**src/rtl/dig_pkg.sv**
```systemverilog
// Shared definitions for the display-ownership controller and the bus decoder.
package dig_pkg;

    typedef enum logic [1:0] {
        IDLE    = 2'd0,
        DBG     = 2'd1,
        RESTORE = 2'd2
    } dig_own_e;

    localparam logic [31:0] DIG_ADDR_DEFAULT = 32'hFFFF_F000;

endpackage

```
**src/rtl/dig_hold_timer.sv**
```systemverilog
// Debug hold timer: start clears and arms it; done pulses once when the
// count reaches HOLD_CYCLES-1, after which the timer idles until restarted.
module dig_hold_timer #(
    parameter int unsigned HOLD_CYCLES = 100_000_000
) (
    input  logic clk,
    input  logic rst,
    input  logic start,
    output logic done
);

    localparam int unsigned CW = (HOLD_CYCLES > 1) ? $clog2(HOLD_CYCLES) : 1;
    localparam logic [CW-1:0] LAST = CW'(HOLD_CYCLES - 1);
    localparam logic [CW-1:0] ONE  = CW'(1);

    logic [CW-1:0] cnt_q;
    logic          run_q;

    assign done = run_q && (cnt_q == LAST);

    always_ff @(posedge clk) begin
        if (rst) begin
            cnt_q <= '0;
            run_q <= 1'b0;
        end else if (start) begin
            cnt_q <= '0;
            run_q <= 1'b1;
        end else if (done) begin
            cnt_q <= '0;
            run_q <= 1'b0;
        end else if (run_q) begin
            cnt_q <= cnt_q + ONE;
        end
    end

endmodule

```
**src/rtl/dig_share_ctrl.sv**
```systemverilog
// Arbitrates the display write port between CPU stores and debug snapshots,
// shadowing CPU stores while debug holds the display and restoring afterwards.
module dig_share_ctrl
    import dig_pkg::*;
#(
    parameter logic [31:0] DIG_ADDR    = DIG_ADDR_DEFAULT,
    parameter int unsigned HOLD_CYCLES = 100_000_000
) (
    input  logic        clk,
    input  logic        rst,
    input  logic [31:0] cpu_addr,
    input  logic        cpu_we,
    input  logic [31:0] cpu_wdata,
    input  logic        dbg_req,
    input  logic [31:0] dbg_data,
    output logic        dbg_gnt,
    output logic        dbg_active,
    output logic        dig_we,
    output logic [31:0] dig_wdata
);

    dig_own_e    state_q, state_d;
    logic [31:0] shadow_q, shadow_d;
    logic        dig_we_d, dbg_gnt_d;
    logic [31:0] dig_wdata_d;
    logic        cpu_hit, hold_start, hold_done;

    assign cpu_hit    = cpu_we && (cpu_addr == DIG_ADDR);
    assign hold_start = dbg_req && !rst;

    dig_hold_timer #(
        .HOLD_CYCLES (HOLD_CYCLES)
    ) u_hold_timer (
        .clk   (clk),
        .rst   (rst),
        .start (hold_start),
        .done  (hold_done)
    );

    always_comb begin
        state_d     = state_q;
        dig_we_d    = 1'b0;
        dig_wdata_d = dig_wdata;
        dbg_gnt_d   = 1'b0;
        shadow_d    = cpu_hit ? cpu_wdata : shadow_q;

        // A debug request wins in every state, including a simultaneous CPU hit.
        if (dbg_req) begin
            state_d     = DBG;
            dig_we_d    = 1'b1;
            dig_wdata_d = dbg_data;
            dbg_gnt_d   = 1'b1;
        end else begin
            case (state_q)
                IDLE: begin
                    if (cpu_hit) begin
                        dig_we_d    = 1'b1;
                        dig_wdata_d = cpu_wdata;
                    end
                end
                DBG: begin
                    if (hold_done) begin
                        state_d = RESTORE;
                    end
                end
                RESTORE: begin
                    state_d     = IDLE;
                    dig_we_d    = 1'b1;
                    dig_wdata_d = cpu_hit ? cpu_wdata : shadow_q;
                end
                default: state_d = IDLE;
            endcase
        end
    end

    always_ff @(posedge clk) begin
        if (rst) begin
            state_q    <= IDLE;
            shadow_q   <= '0;
            dig_we     <= 1'b0;
            dig_wdata  <= '0;
            dbg_gnt    <= 1'b0;
            dbg_active <= 1'b0;
        end else begin
            state_q    <= state_d;
            shadow_q   <= shadow_d;
            dig_we     <= dig_we_d;
            dig_wdata  <= dig_wdata_d;
            dbg_gnt    <= dbg_gnt_d;
            dbg_active <= (state_d == DBG);
        end
    end

endmodule

```
**config.mk**
```make
export PLATFORM = sky130hd
export DESIGN_NAME = dig_share_ctrl
export DESIGN_NICKNAME = d
export VERILOG_FILES = /design/src/rtl/dig_pkg.sv /design/src/rtl/dig_hold_timer.sv /design/src/rtl/dig_share_ctrl.sv
export SDC_FILE = /design/constraint.sdc
export NUM_CORES = 1
export LEC_CHECK = 0
export ABC_AREA = 1
export CORE_MARGIN = 4
export CORE_UTILIZATION = 46
export DETAILED_ROUTE_END_ITERATION = 8
export PLACE_DENSITY = 0.78
export SYNTH_ARGS = -nofsm -noshare
export SYNTH_HDL_FRONTEND = slang
export SYNTH_HIERARCHICAL = 1
export SYNTH_SLANG_ARGS = --single-unit
```
**constraint.sdc**
```tcl
create_clock -name clk -period 1.6 [get_ports clk]
set_input_delay 0.24 -clock clk [delete_from_list [all_inputs] [get_ports clk]]
set_output_delay 0.24 -clock clk [all_outputs]
set_load 0.02 [all_outputs]
```
==> results by group <==
Power and ir drop
  • Pleak: ~3.7 nW
  • Max IR drop VDD: 0.614 mV
  • Total design power: about 5.6 mW
  • Pwr Density: ~690 mW/mm2

Global routing
  • First-pass GRT wire length: roughly 25 mm
  • Largest net degree at the start of global routing: 57
  • Gr ovfl total: 0
  • Initial antenna violation count: 1
  • GR Util All Layers: 21.3%
  • Vias in the first global route: 5464

Routing
  • DRT iter0 DRCs: 475
  • Vias: 6124
  • DR DRC count: 0
  • Vias per inst: 5.13
  • WL per Instance: 14.1 um
  • DRT Pass-1 Iters: 6
  • Routed wire length: roughly 17 mm
  • Antenna Nets Post-Route: 0

Floorplan
  • Placement row count: 40
  • Total core area: about 0.012 mm2
  • Starting Density: 47.0%
  • Boundary pin count: 135
  • Die area: 0.0141 mm2
  • Die height: around 120 um
  • Die width: 119 um

Layout
  • Area Overhead vs Synth: 43.6%
  • Reg area: 0.00194 mm2
  • Filler cells: 996
  • Layout cells sized above 1: 17.6%
  • Multi-input gate area: 0.00325 mm2
  • Nets: between 1k and 1.5k
  • Commonest non-fill, non-tap cell in the layout: nand2_1
  • Commonest cells after routing, fill and taps aside: nand2_1, nor2_1, inv_1, dfxtp_1, clkdlybuf4s50_1
  • Post-layout util: between 60% and 70%

STA
  • Fmax: 640 MHz
  • Slew Viols, Final: 0
  • Fin crit period: 1.56 ns
  • Worst slew pin tran: 0.508 ns
  • Normalized max-slew margin: between 60% and 70%
  • Clk_skew: 0.00575 ns
  • Final hold slack: 0.388 ns
  • Tcrit/Tclk final: 97.7%
  • Hold Fails Final Rpt: 0
  • Final setup viols: 0

Synth
  • Synth Instances: 892
  • Area share of the largest cell type after synthesis: between 30% and 40%
  • Synth area leaders: dfxtp_1, nand2_1, nor2_1, inv_1, nand4_1
  • Post-synthesis sequential area ratio: between 30% and 40%
  • Net Count, Synth: 993
  • Synthesized area: 0.00565 mm2
  • Synth cell types: 33
  • Yosys reg bits: 97
  • Mapped Avg Cell Area: 6.33 um2
  • Ys Warns: 6
  • Dominant cell type by area after synthesis: dfxtp_1

Critical path
  • CP Capture Type: output port
  • CP required: roughly 1.4 ns
  • Crit path DAT: 1.32 ns
  • Slowest CP cell: clkdlybuf4s50_1
  • Setup Crit Path Kind: flip-flop to output port
  • Critical path origin: dig_wdata[8]
  • Cell family with the largest share of critical-path delay: buffers and inverters
  • CP Cell Sequence: clkdlybuf4s50_1
  • Slowest stage delay, CP: 0.63 ns
  • Reg-to-Reg Start: state_q[0]
  • Buf+Inv Stages, Crit Path: 1
  • CP startpoint kind: flip-flop
  • Crit Path Max Fanout: 2

Hold path
  • HP Class: primary input to flip-flop
  • Hold_sp: rst

Placed design
  • Placed wire-length estimate: between 10 and 15 mm
  • RePlAce Congestion: 0.903
  • Port Buf Inserts: 134

Outcome
  • Status: complete, no violations

Clock network
  • Root Buffer: clkbuf_16
  • H-tree depth: 3
  • Worst skew pair latency: 0.35 ns
  • CTS Hold Buffers Added: 0
  • CTS tree: done
  • Longest Clk Path Bufs: 2
  • CTS Buf Count: 9
  • Clock sinks: 97
  • Clock-pin slew on the worst setup and hold paths: 0.07 ns

Flow run
  • Max-cap violations: 0
[repair_timing]
action                     CTS  global route
cloned                       0             8
gates resized for setup      2            99
setup endpoints to repair    9            58
buffers inserted             0             2
pin swaps                    1            40
[sequential cells by signal, summed over array words and instances (netlist names)]
register and count:
dbg_active 1, dbg_gnt 1, dig_wdata 32, dig_we 1, shadow_q 32, state_q 2, u_hold_timer/cnt_q 27, u_hold_timer/run_q 1
[area by class of cell]
type                       instances  area share [%]
antenna                            1          0.0308
clock buffer                      12            3.16
clock inverter                     4           0.632
inverter                         119            5.52
multi-input combinational        637            40.1
sequential                        97            23.9
tap                              147            2.27
timing repair buffer             177            24.3
[metal layers]
metal / global-route usage [%] / wire length [um] / share of wire (%) / vias up
met4: 7.31 / 401 / 2.4 / 0
li1: - / - / - / 3089
met5: 0 / 0 / 0 / -
met3: 6.74 / 1350 / 8.0 / 31
met2: 34.9 / 8130 / 48 / 248
met1: 26.5 / 6990 / 41 / 2756
[report_power, final]
group	switching [mW]	internal [mW]
combinational	0.411	0.457
clock	0.933	1.30
sequential	0.0388	2.48
total	1.38	4.24
[worst paths after layout]
path | to | slack, ns | depth (start not counted)
max | dig_wdata[8] | 0.04 | 1
min | u_hold_timer/run_q | 0.39 | 2
max reg2reg | dig_wdata[4] | 0.09 | 7
min reg2reg | dig_wdata[31] | 0.45 | 2
[cells in the mapped netlist, drive strengths merged]
cell type	number
o21bai	1
nand4	46
nor3	3
dfxtp	97
nand3b	1
nand3	51
a21oi	41
ha	1
inv	118
buf	23
nor2	164
clkbuf	17
nand2	242
o21ai	48
xor2	8
or2	22
o32ai	2
clkinv	1
xnor2	6
[logic make-up after synthesis]
group                    Yosys count  synth area share [%]
AND/OR/NAND/NOR                  529                  42.8
buffers and inverters            159                  11.9
flip-flops                        97                  34.4
AO/OA/AOI/OAI                     92                  8.53
XOR/XNOR                          14                  2.17
adder cells (fa/ha/maj)            1                 0.221
[metrics by stage]
stage / setup TNS [ns] / cell area [um2] / std cells / setup WS (ns)
2_1_floorplan: 0 / 5650 / 892 / 0.0369
3_3_place_gp: -19.22 / 7300 / 1167 / -0.347
3_5_place_dp: -23.74 / 7300 / 1167 / -0.391
4_1_cts: -0.0127 / 7610 / 1183 / -0.0127
5_1_grt: -0.0290 / 8110 / 1194 / -0.0199
6_report: 0 / 8110 / 1194 / 0.0371
Note: power is estimated with default switching activity, not from simulation.
